===== config.mk =====
export PLATFORM = sky130hd
export DESIGN_NAME = dmem_arbiter
export DESIGN_NICKNAME = d
export VERILOG_FILES = /design/src/rtl/dmem_arb_pkg.sv /design/src/rtl/dmem_arb_rr.sv /design/src/rtl/dmem_arbiter.sv
export SDC_FILE = /design/constraint.sdc
export NUM_CORES = 1
export LEC_CHECK = 0
export ABC_AREA = 1
export ABC_CLOCK_PERIOD_IN_PS = 1700
export BUFFER_PORTS_ARGS = -buffer_cell sky130_fd_sc_hd__buf_2
export CAP_MARGIN = 20
export CELL_PAD_IN_SITES_DETAIL_PLACEMENT = 0
export CELL_PAD_IN_SITES_GLOBAL_PLACEMENT = 1
export CORE_AREA = 2 2 63 109
export DETAILED_ROUTE_END_ITERATION = 16
export DIE_AREA = 0 0 65 111
export GPL_TIMING_DRIVEN = 0
export PLACE_DENSITY_LB_ADDON = 0.25
export SLEW_MARGIN = 0
export SYNTH_ARGS = -nofsm -noshare
export SYNTH_HDL_FRONTEND = slang
export SYNTH_SLANG_ARGS = --single-unit

===== constraint.sdc =====
create_clock -name clk -period 1.7 [get_ports clk]
set_input_delay 0.17 -clock clk [delete_from_list [all_inputs] [get_ports clk]]
set_output_delay 0.17 -clock clk [all_outputs]
set_load 0.05 [all_outputs]

===== src/rtl/dmem_arb_pkg.sv =====
// Shared types for the pixel data-memory arbiter: widths, port ids, read tag.
// Latency: n/a (types only).
// Backpressure: n/a.
package dmem_arb_pkg;

   localparam int DMEM_ADDR_W = 10;
   localparam int DMEM_DATA_W = 16;

   // Requester identity; the value doubles as the index into req/gnt vectors.
   typedef enum logic {
      PORT_CORE = 1'b0,
      PORT_PIX  = 1'b1
   } port_t;

   // Tag travelling alongside an issued read until its data comes back.
   typedef struct packed {
      logic  valid;
      port_t port;
   } tag_t;

   function automatic logic [1:0] port_onehot(input port_t p);
      return (p == PORT_PIX) ? 2'b10 : 2'b01;
   endfunction

endpackage


===== src/rtl/dmem_arb_rr.sv =====
// Two-way combinational round-robin picker: grants the sole requester, or on
// contention the port that was not granted last. Latency: 0 (pure logic).
// Backpressure: none; losers simply see gnt low and keep requesting.
//
// Ports:
//   req_i  [1:0]  request per port
//   last_i        last port whose request was accepted
//   gnt_o  [1:0]  one-hot or zero grant
module dmem_arb_rr
   import dmem_arb_pkg::*;
(
   input  logic [1:0] req_i,
   input  port_t      last_i,
   output logic [1:0] gnt_o
);

   always_comb begin
      gnt_o = 2'b00;
      if (req_i == 2'b11) begin
         gnt_o = (last_i == PORT_CORE) ? 2'b10 : 2'b01;
      end else begin
         gnt_o = req_i;
      end
   end

endmodule


===== src/rtl/dmem_arbiter.sv =====
// Shares the single-port pixel data memory between core (port 0) and pixel
// streamer (port 1). Latency: grant same cycle, memory controls registered one
// cycle later, read data returned two cycles after acceptance. Backpressure:
// a requester holds its request until it sees gnt_o; one access per cycle.
//
// Ports:
//   clk, rst                     clock, synchronous active-low reset
//   req_i/we_i [1:0]             per-port request and write select
//   addr0_i/addr1_i, wdata0_i/wdata1_i   per-port address and write data
//   lock_i [1:0]                 keep ownership after this grant (lock build only)
//   gnt_o [1:0]                  combinational grant
//   rvalid_o [1:0], rdata_o      read return, rdata shared and qualified by rvalid
//   mem_writeEn/mem_readEn/mem_address/mem_dataIn   registered memory controls
//   mem_dataOut                  memory read data
//
// Build option: define DMEM_ARB_LOCK_EN to add lock_i and burst ownership,
// capped at LOCK_MAX consecutive locked acceptances.
module dmem_arbiter
   import dmem_arb_pkg::*;
#(
   parameter int ADDR_W   = DMEM_ADDR_W,
   parameter int DATA_W   = DMEM_DATA_W
`ifdef DMEM_ARB_LOCK_EN
   ,
   parameter int LOCK_MAX = 16
`endif
) (
   input  logic              clk,
   input  logic              rst,
   input  logic [1:0]        req_i,
   input  logic [1:0]        we_i,
   input  logic [ADDR_W-1:0] addr0_i,
   input  logic [ADDR_W-1:0] addr1_i,
   input  logic [DATA_W-1:0] wdata0_i,
   input  logic [DATA_W-1:0] wdata1_i,
`ifdef DMEM_ARB_LOCK_EN
   input  logic [1:0]        lock_i,
`endif
   output logic [1:0]        gnt_o,
   output logic [1:0]        rvalid_o,
   output logic [DATA_W-1:0] rdata_o,
   output logic              mem_writeEn,
   output logic              mem_readEn,
   output logic [ADDR_W-1:0] mem_address,
   output logic [DATA_W-1:0] mem_dataIn,
   input  logic [DATA_W-1:0] mem_dataOut
);

   // ------------------------------------------------------------------
   // Arbitration
   // ------------------------------------------------------------------
   port_t      last_q, last_d;
   logic [1:0] rr_gnt;
   logic [1:0] gnt_int;
   logic       accept;
   logic       win_sel;     // 1 = pixel port won this cycle
   port_t      win_port;
   logic       win_we;

   dmem_arb_rr u_rr (
      .req_i  (req_i),
      .last_i (last_q),
      .gnt_o  (rr_gnt)
   );

`ifdef DMEM_ARB_LOCK_EN
   localparam int CNT_W = $clog2(LOCK_MAX + 1);

   logic             owner_vld_q, owner_vld_d;
   port_t            owner_q,     owner_d;
   logic [CNT_W-1:0] lock_cnt_q,  lock_cnt_d;

   // An owner blocks the other port even while the owner itself is idle.
   always_comb begin
      gnt_int = rr_gnt;
      if (owner_vld_q) begin
         gnt_int = req_i & port_onehot(owner_q);
      end
   end
`else
   always_comb begin
      gnt_int = rr_gnt;
   end
`endif

   always_comb begin
      gnt_o    = rst ? gnt_int : 2'b00;
      accept   = |gnt_o;
      win_sel  = gnt_o[1];
      win_port = win_sel ? PORT_PIX : PORT_CORE;
      win_we   = win_sel ? we_i[1] : we_i[0];
      last_d   = accept ? win_port : last_q;
   end

`ifdef DMEM_ARB_LOCK_EN
   // The counter only runs while owned, so it is zero whenever ownership
   // starts; reaching LOCK_MAX-1 before this acceptance means this is the
   // final locked grant and ownership is released right away.
   always_comb begin
      owner_vld_d = owner_vld_q;
      owner_d     = owner_q;
      lock_cnt_d  = lock_cnt_q;
      if (accept) begin
         if (lock_i[win_sel]) begin
            if (lock_cnt_q == CNT_W'(LOCK_MAX - 1)) begin
               owner_vld_d = 1'b0;
               lock_cnt_d  = '0;
            end else begin
               owner_vld_d = 1'b1;
               owner_d     = win_port;
               lock_cnt_d  = lock_cnt_q + CNT_W'(1);
            end
         end else begin
            owner_vld_d = 1'b0;
            lock_cnt_d  = '0;
         end
      end
   end

   always_ff @(posedge clk) begin
      if (!rst) begin
         owner_vld_q <= 1'b0;
         owner_q     <= PORT_CORE;
         lock_cnt_q  <= '0;
      end else begin
         owner_vld_q <= owner_vld_d;
         owner_q     <= owner_d;
         lock_cnt_q  <= lock_cnt_d;
      end
   end
`endif

   // ------------------------------------------------------------------
   // Issue registers
   // ------------------------------------------------------------------
   logic              wen_q,  wen_d;
   logic              ren_q,  ren_d;
   logic [ADDR_W-1:0] addr_q, addr_d;
   logic [DATA_W-1:0] wdat_q, wdat_d;

   // Address/data hold when idle so the memory pins only toggle on real accesses.
   always_comb begin
      wen_d  = accept & win_we;
      ren_d  = accept & ~win_we;
      addr_d = addr_q;
      wdat_d = wdat_q;
      if (accept) begin
         addr_d = win_sel ? addr1_i  : addr0_i;
         wdat_d = win_sel ? wdata1_i : wdata0_i;
      end
   end

   always_ff @(posedge clk) begin
      if (!rst) begin
         wen_q  <= 1'b0;
         ren_q  <= 1'b0;
         addr_q <= '0;
         wdat_q <= '0;
         last_q <= PORT_PIX;   // so the core wins the first contention
      end else begin
         wen_q  <= wen_d;
         ren_q  <= ren_d;
         addr_q <= addr_d;
         wdat_q <= wdat_d;
         last_q <= last_d;
      end
   end

   assign mem_writeEn = wen_q;
   assign mem_readEn  = ren_q;
   assign mem_address = addr_q;
   assign mem_dataIn  = wdat_q;

   // ------------------------------------------------------------------
   // Read-return tag pipeline: stage 1 lines up with the memory access,
   // stage 2 with the cycle the memory presents its data.
   // ------------------------------------------------------------------
   tag_t tag1_q, tag1_d;
   tag_t tag2_q, tag2_d;

   always_comb begin
      tag1_d       = '0;
      tag1_d.valid = accept & ~win_we;
      tag1_d.port  = win_port;
      tag2_d       = tag1_q;
   end

   always_ff @(posedge clk) begin
      if (!rst) begin
         tag1_q <= '0;
         tag2_q <= '0;
      end else begin
         tag1_q <= tag1_d;
         tag2_q <= tag2_d;
      end
   end

   assign rvalid_o = tag2_q.valid ? port_onehot(tag2_q.port) : 2'b00;
   assign rdata_o  = mem_dataOut;

endmodule

Word-level counts from Yosys, hierarchy flattened --
Cells that the tools add are included.
Word-level totals: bits in registers 32, logic and storage cells 22, output and inout bits 48, input bits 74
Cells by class: equal/unequal tests 1, reduce and logical (&&, ||, !) cells 1, multiplexer cells 9, bitwise gates (word level) 3
Operator list (number):
- $mux 16 | 1
- $mux 10 | 1
- $mux 2 | 5
- $and 1x1->1 | 2
- $eq 2x2->1 const B | 1
- $mux 1 | 2
- $reduce_or 2->1 | 1
- $not 1->1 | 1

Longest topological paths before layout --
word-level depth 6, gate-level depth with buffers 7, mapped depth without buffers 6

Hierarchy --
Synthesis repeated with hierarchy kept, for this count alone.
Unflattened totals: cell total of the unflattened synthesis 278, area, all modules 1722.9 µm²
Modules (own cells, without submodules):
- dmem_arbiter | seq. area each 640.6 µm², instances 1, area an instance 1701.6 µm², cells each 273
- dmem_arb_rr | seq. area each 0.0 µm², instances 1, area an instance 21.3 µm², cells each 5

Worst setup path after synthesis --
No wires, ideal clock.
kind reg-to-output, start register last_q, end output port gnt_o[0], stages on the path, launching flop included 3, buffers on the path 0, setup slack 460 ps, required time 1530 ps, arrival 1070 ps, path through dfxtp_1 > o21ai_0 > nor2_1
Between the ends: word-level cells in the longest chain between the ends 3
Ends and longest elaborated chain:
- start: declaration | RTL line dmem_arbiter.sv:52 | port_t last_q, last_d;
- start signal: assignment | RTL line dmem_arbiter.sv:165 | last_q <= last_d;
- $mux 2 | RTL line dmem_arb_rr.sv:20 | gnt_o = (last_i == PORT_CORE) ? 2'b10 : 2'b01;
- $mux 2 | RTL line dmem_arb_rr.sv:19 | if (req_i == 2'b11) begin
- $mux 2 | RTL line dmem_arbiter.sv:87 | gnt_o = rst ? gnt_int : 2'b00;
- end: declaration | RTL line dmem_arbiter.sv:39 | output logic [1:0] gnt_o,
Every way passes these cells.

Worst setup path after layout --
start register last_q, end output port gnt_o[1]
The elaborated chain is that of the path after synthesis.

==> flow_metrics.env <==
export IMPL_status="finished, final reports clean"
export IMPL_area_growth_pct=45.6
export IMPL_crit_required_ps=1530
export IMPL_rsz0062_at_grt="false"
export IMPL_use_met2_pct=27.4
export IMPL_final_fill_count=761
export IMPL_skew_ps=3.15
export IMPL_holdPathStages=2
export IMPL_setup_tns_ps=0
export IMPL_ys_seq_elements=32
export IMPL_grt_max_degree=11
export IMPL_grt_pass1_wl_mm=8.07
export IMPL_insertion_delay_ps=270
export IMPL_yosysSeqAreaShare_pct=37.0
export IMPL_gr_usage_all_layers_pct=14.3
export IMPL_rr_startpoint="last_q"
export IMPL_vias_per_cell=4.16
export IMPL_drive_above_1_share_pct=38.6
export IMPL_root_buffer="clkbuf_16"
export IMPL_relSlewSlack_pct=68.6
export IMPL_use_met1_pct=14.0
export IMPL_drc=0
export IMPL_setup_worst_path_class="reg2out"
export IMPL_fin_nets=456
export IMPL_dp_hpwl_mm=3.84
export IMPL_start_util_pct=27.1
export IMPL_synth_area_per_cell_um2=6.40
export IMPL_htreeDepth=2
export IMPL_drt_wl_total_mm=4.91
export IMPL_num_rows=39
export IMPL_grtUsageMet3_pct=3.05
export IMPL_hold_path_startpoint="rst"
export IMPL_maxCapViolCount=0
export IMPL_drv_slew=0
export IMPL_clk_pin_slew_worst_paths_ps=50
export IMPL_core_area_um2=6390
export IMPL_numClockSinks=32
export IMPL_antenna_found_initial=0
export IMPL_grt_pass1_vias=1867
export IMPL_endpoint_kind="output pin"
export IMPL_finalCriticalPeriod_ps=1570
export IMPL_worstHoldEndpoint="last_q"
export IMPL_design_area_um2=2520
export IMPL_n_antenna_cell=0
export IMPL_numPortBuffers=105
export IMPL_reg2reg_slack_ps=440
export IMPL_crit_fanout=10
export IMPL_avgRoutedWirePerCell_um=10.6
export IMPL_ir_worst_vdd_mv=0.367
export IMPL_max_clock_freq_mhz=638
export IMPL_synth_warnings=0
export IMPL_synth_fp_nets=344
export IMPL_power_density_nw_per_um2=940
export IMPL_dpl_instance_area_um2=2360
export IMPL_min_period_over_period_pct=92.2
export IMPL_drtAntennaViolNets=0
export IMPL_cts_buffer_depth=2
export IMPL_min_path_type="in2reg"
export IMPL_post_cts_buffers=0
export IMPL_syn_area_um2=1730
export IMPL_drtIter0Drc=59
export IMPL_grt_busiest_layer="met2"
export IMPL_tightest_slew_ps=471
export IMPL_yosys_cell_types_count=16
export IMPL_hold_buffers=0
export IMPL_dr_pass1_iters=4
export IMPL_syn_inst=270
export IMPL_die_w_um=65
export IMPL_hold_viol=0
export IMPL_worst_setup_path_start_kind="flip-flop"
export IMPL_grt_ovfl_total=0
export IMPL_cp_data_arrival_time_ps=1400
export IMPL_rr_endpoint="mem_dataIn[5]"
export IMPL_r2r_cells=5
export IMPL_pin_count=122
export IMPL_numCtsBuffers=5
export IMPL_die_area_um2=7220
export IMPL_p_leak_nw=1.62
export IMPL_place_congestion=0.736
export IMPL_vias=1934
export IMPL_setup_violations=0
export IMPL_fp_dieH_um=111
export IMPL_tritoncts="built"
cell usage in the layout, fill, tap and decap left out:
| cell | count |
|---|---|
| nand2_1 | 81 |
| o21ai_2 | 1 |
| clkbuf_16 | 5 |
| a21oi_1 | 1 |
| clkinv_2 | 1 |
| clkbuf_8 | 1 |
| o21ai_0 | 1 |
| nand2_2 | 5 |
| buf_6 | 3 |
| inv_2 | 1 |
| dfxtp_1 | 32 |
| buf_4 | 18 |
| nor2_1 | 3 |
| nor3b_4 | 1 |
| clkbuf_1 | 3 |
| nand2_4 | 1 |
| nand3_1 | 54 |
| inv_1 | 60 |
| buf_2 | 111 |
flip-flops by register name, summed over array words and instances, names as in the netlist:
signal	cells
last_q	1
mem_address	10
mem_dataIn	16
mem_writeEn	1
tag1_q	2
tag2_q	2
how the worst max path moves through the flow:
stage,from,end,slack [ps],depth (start not counted)
floorplan,last_q,gnt_o[0],460,2
global placement,rst,gnt_o[1],200,8
detailed placement,rst,gnt_o[1],200,8
CTS,last_q,gnt_o[1],7,6
global route,last_q,gnt_o[1],40,6
finish,last_q,gnt_o[1],130,6
worst max-delay path, cell delays in order, from the launching register on:
cell and delay, ps:
dfxtp_1 390, nand2_4 120, nand2_2 110, buf_6 150
inv_1 40, buf_4 120, buf_2 200
timing repair:
action,4_1_cts,5_1_grt
setup endpoints to repair,1,1
pin swaps,0,0
resized for setup,1,3
cloned,0,0
endpoints found under the hold margin,0,0
cell usage after synthesis:
| cell | number | area [um^2] |
|---|---|---|
| nor3b_4 | 1 | 18.8 |
| nor2_1 | 3 | 11.3 |
| nand3_1 | 54 | 270 |
| buf_2 | 7 | 35.0 |
| nand2_2 | 5 | 31.3 |
| dfxtp_1 | 32 | 641 |
| clkbuf_1 | 1 | 3.75 |
| nand2_1 | 82 | 308 |
| o21ai_0 | 1 | 5.00 |
| o21ai_2 | 1 | 8.76 |
| buf_6 | 2 | 22.5 |
| inv_1 | 60 | 225 |
| inv_2 | 1 | 3.75 |
| buf_4 | 18 | 135 |
| a21oi_1 | 1 | 5.00 |
| clkinv_2 | 1 | 5.00 |
per-stage QoR:
step	instances	hold slack, ps	util [%]	setup slack (ps)	power, mW
6_report	465	150	39.4	132	2.37
2_1_floorplan	270	254	-	460	1.31
3_5_place_dp	457	406	36.9	203	1.50
3_3_place_gp	457	400	36.9	201	1.50
5_1_grt	465	167	39.4	39.4	2.48
4_1_cts	465	153	39.2	6.62	2.41
kinds of logic after synthesis:
logic type             count (synthesis)  share of synthesized area, %
AOI/OAI and AO/OA                      3                          1.08
buffers and inverters                 90                          24.9
DFF                                   32                          37.0
and+or+nand+nor                      145                          37.0
where the power goes:
part	switching (mW)	internal (mW)	total, mW
clock network	0.305	0.583	0.889
registers	0.0290	0.810	0.839
logic	0.448	0.190	0.639
total	0.782	1.58	2.37
final cells by class:
| type | instances | area, um^2 | share of cell area (%) |
|---|---|---|---|
| Multi-Input combinational cell | 148 | 666 | 26.4 |
| Tap cell | 82 | 103 | 4.08 |
| Clock buffer | 8 | 146 | 5.82 |
| Inverter | 62 | 234 | 9.29 |
| Buffer | 28 | 203 | 8.05 |
| Timing Repair Buffer | 105 | 526 | 20.9 |
| Sequential cell | 32 | 641 | 25.4 |
per-layer routing:
metal	vias to the layer above	wire length [um]
met3	6	368
met5	-	0
met4	0	78
met1	850	1830
li1	1005	-
met2	73	2640
Note: power is estimated with default switching activity, not from simulation.
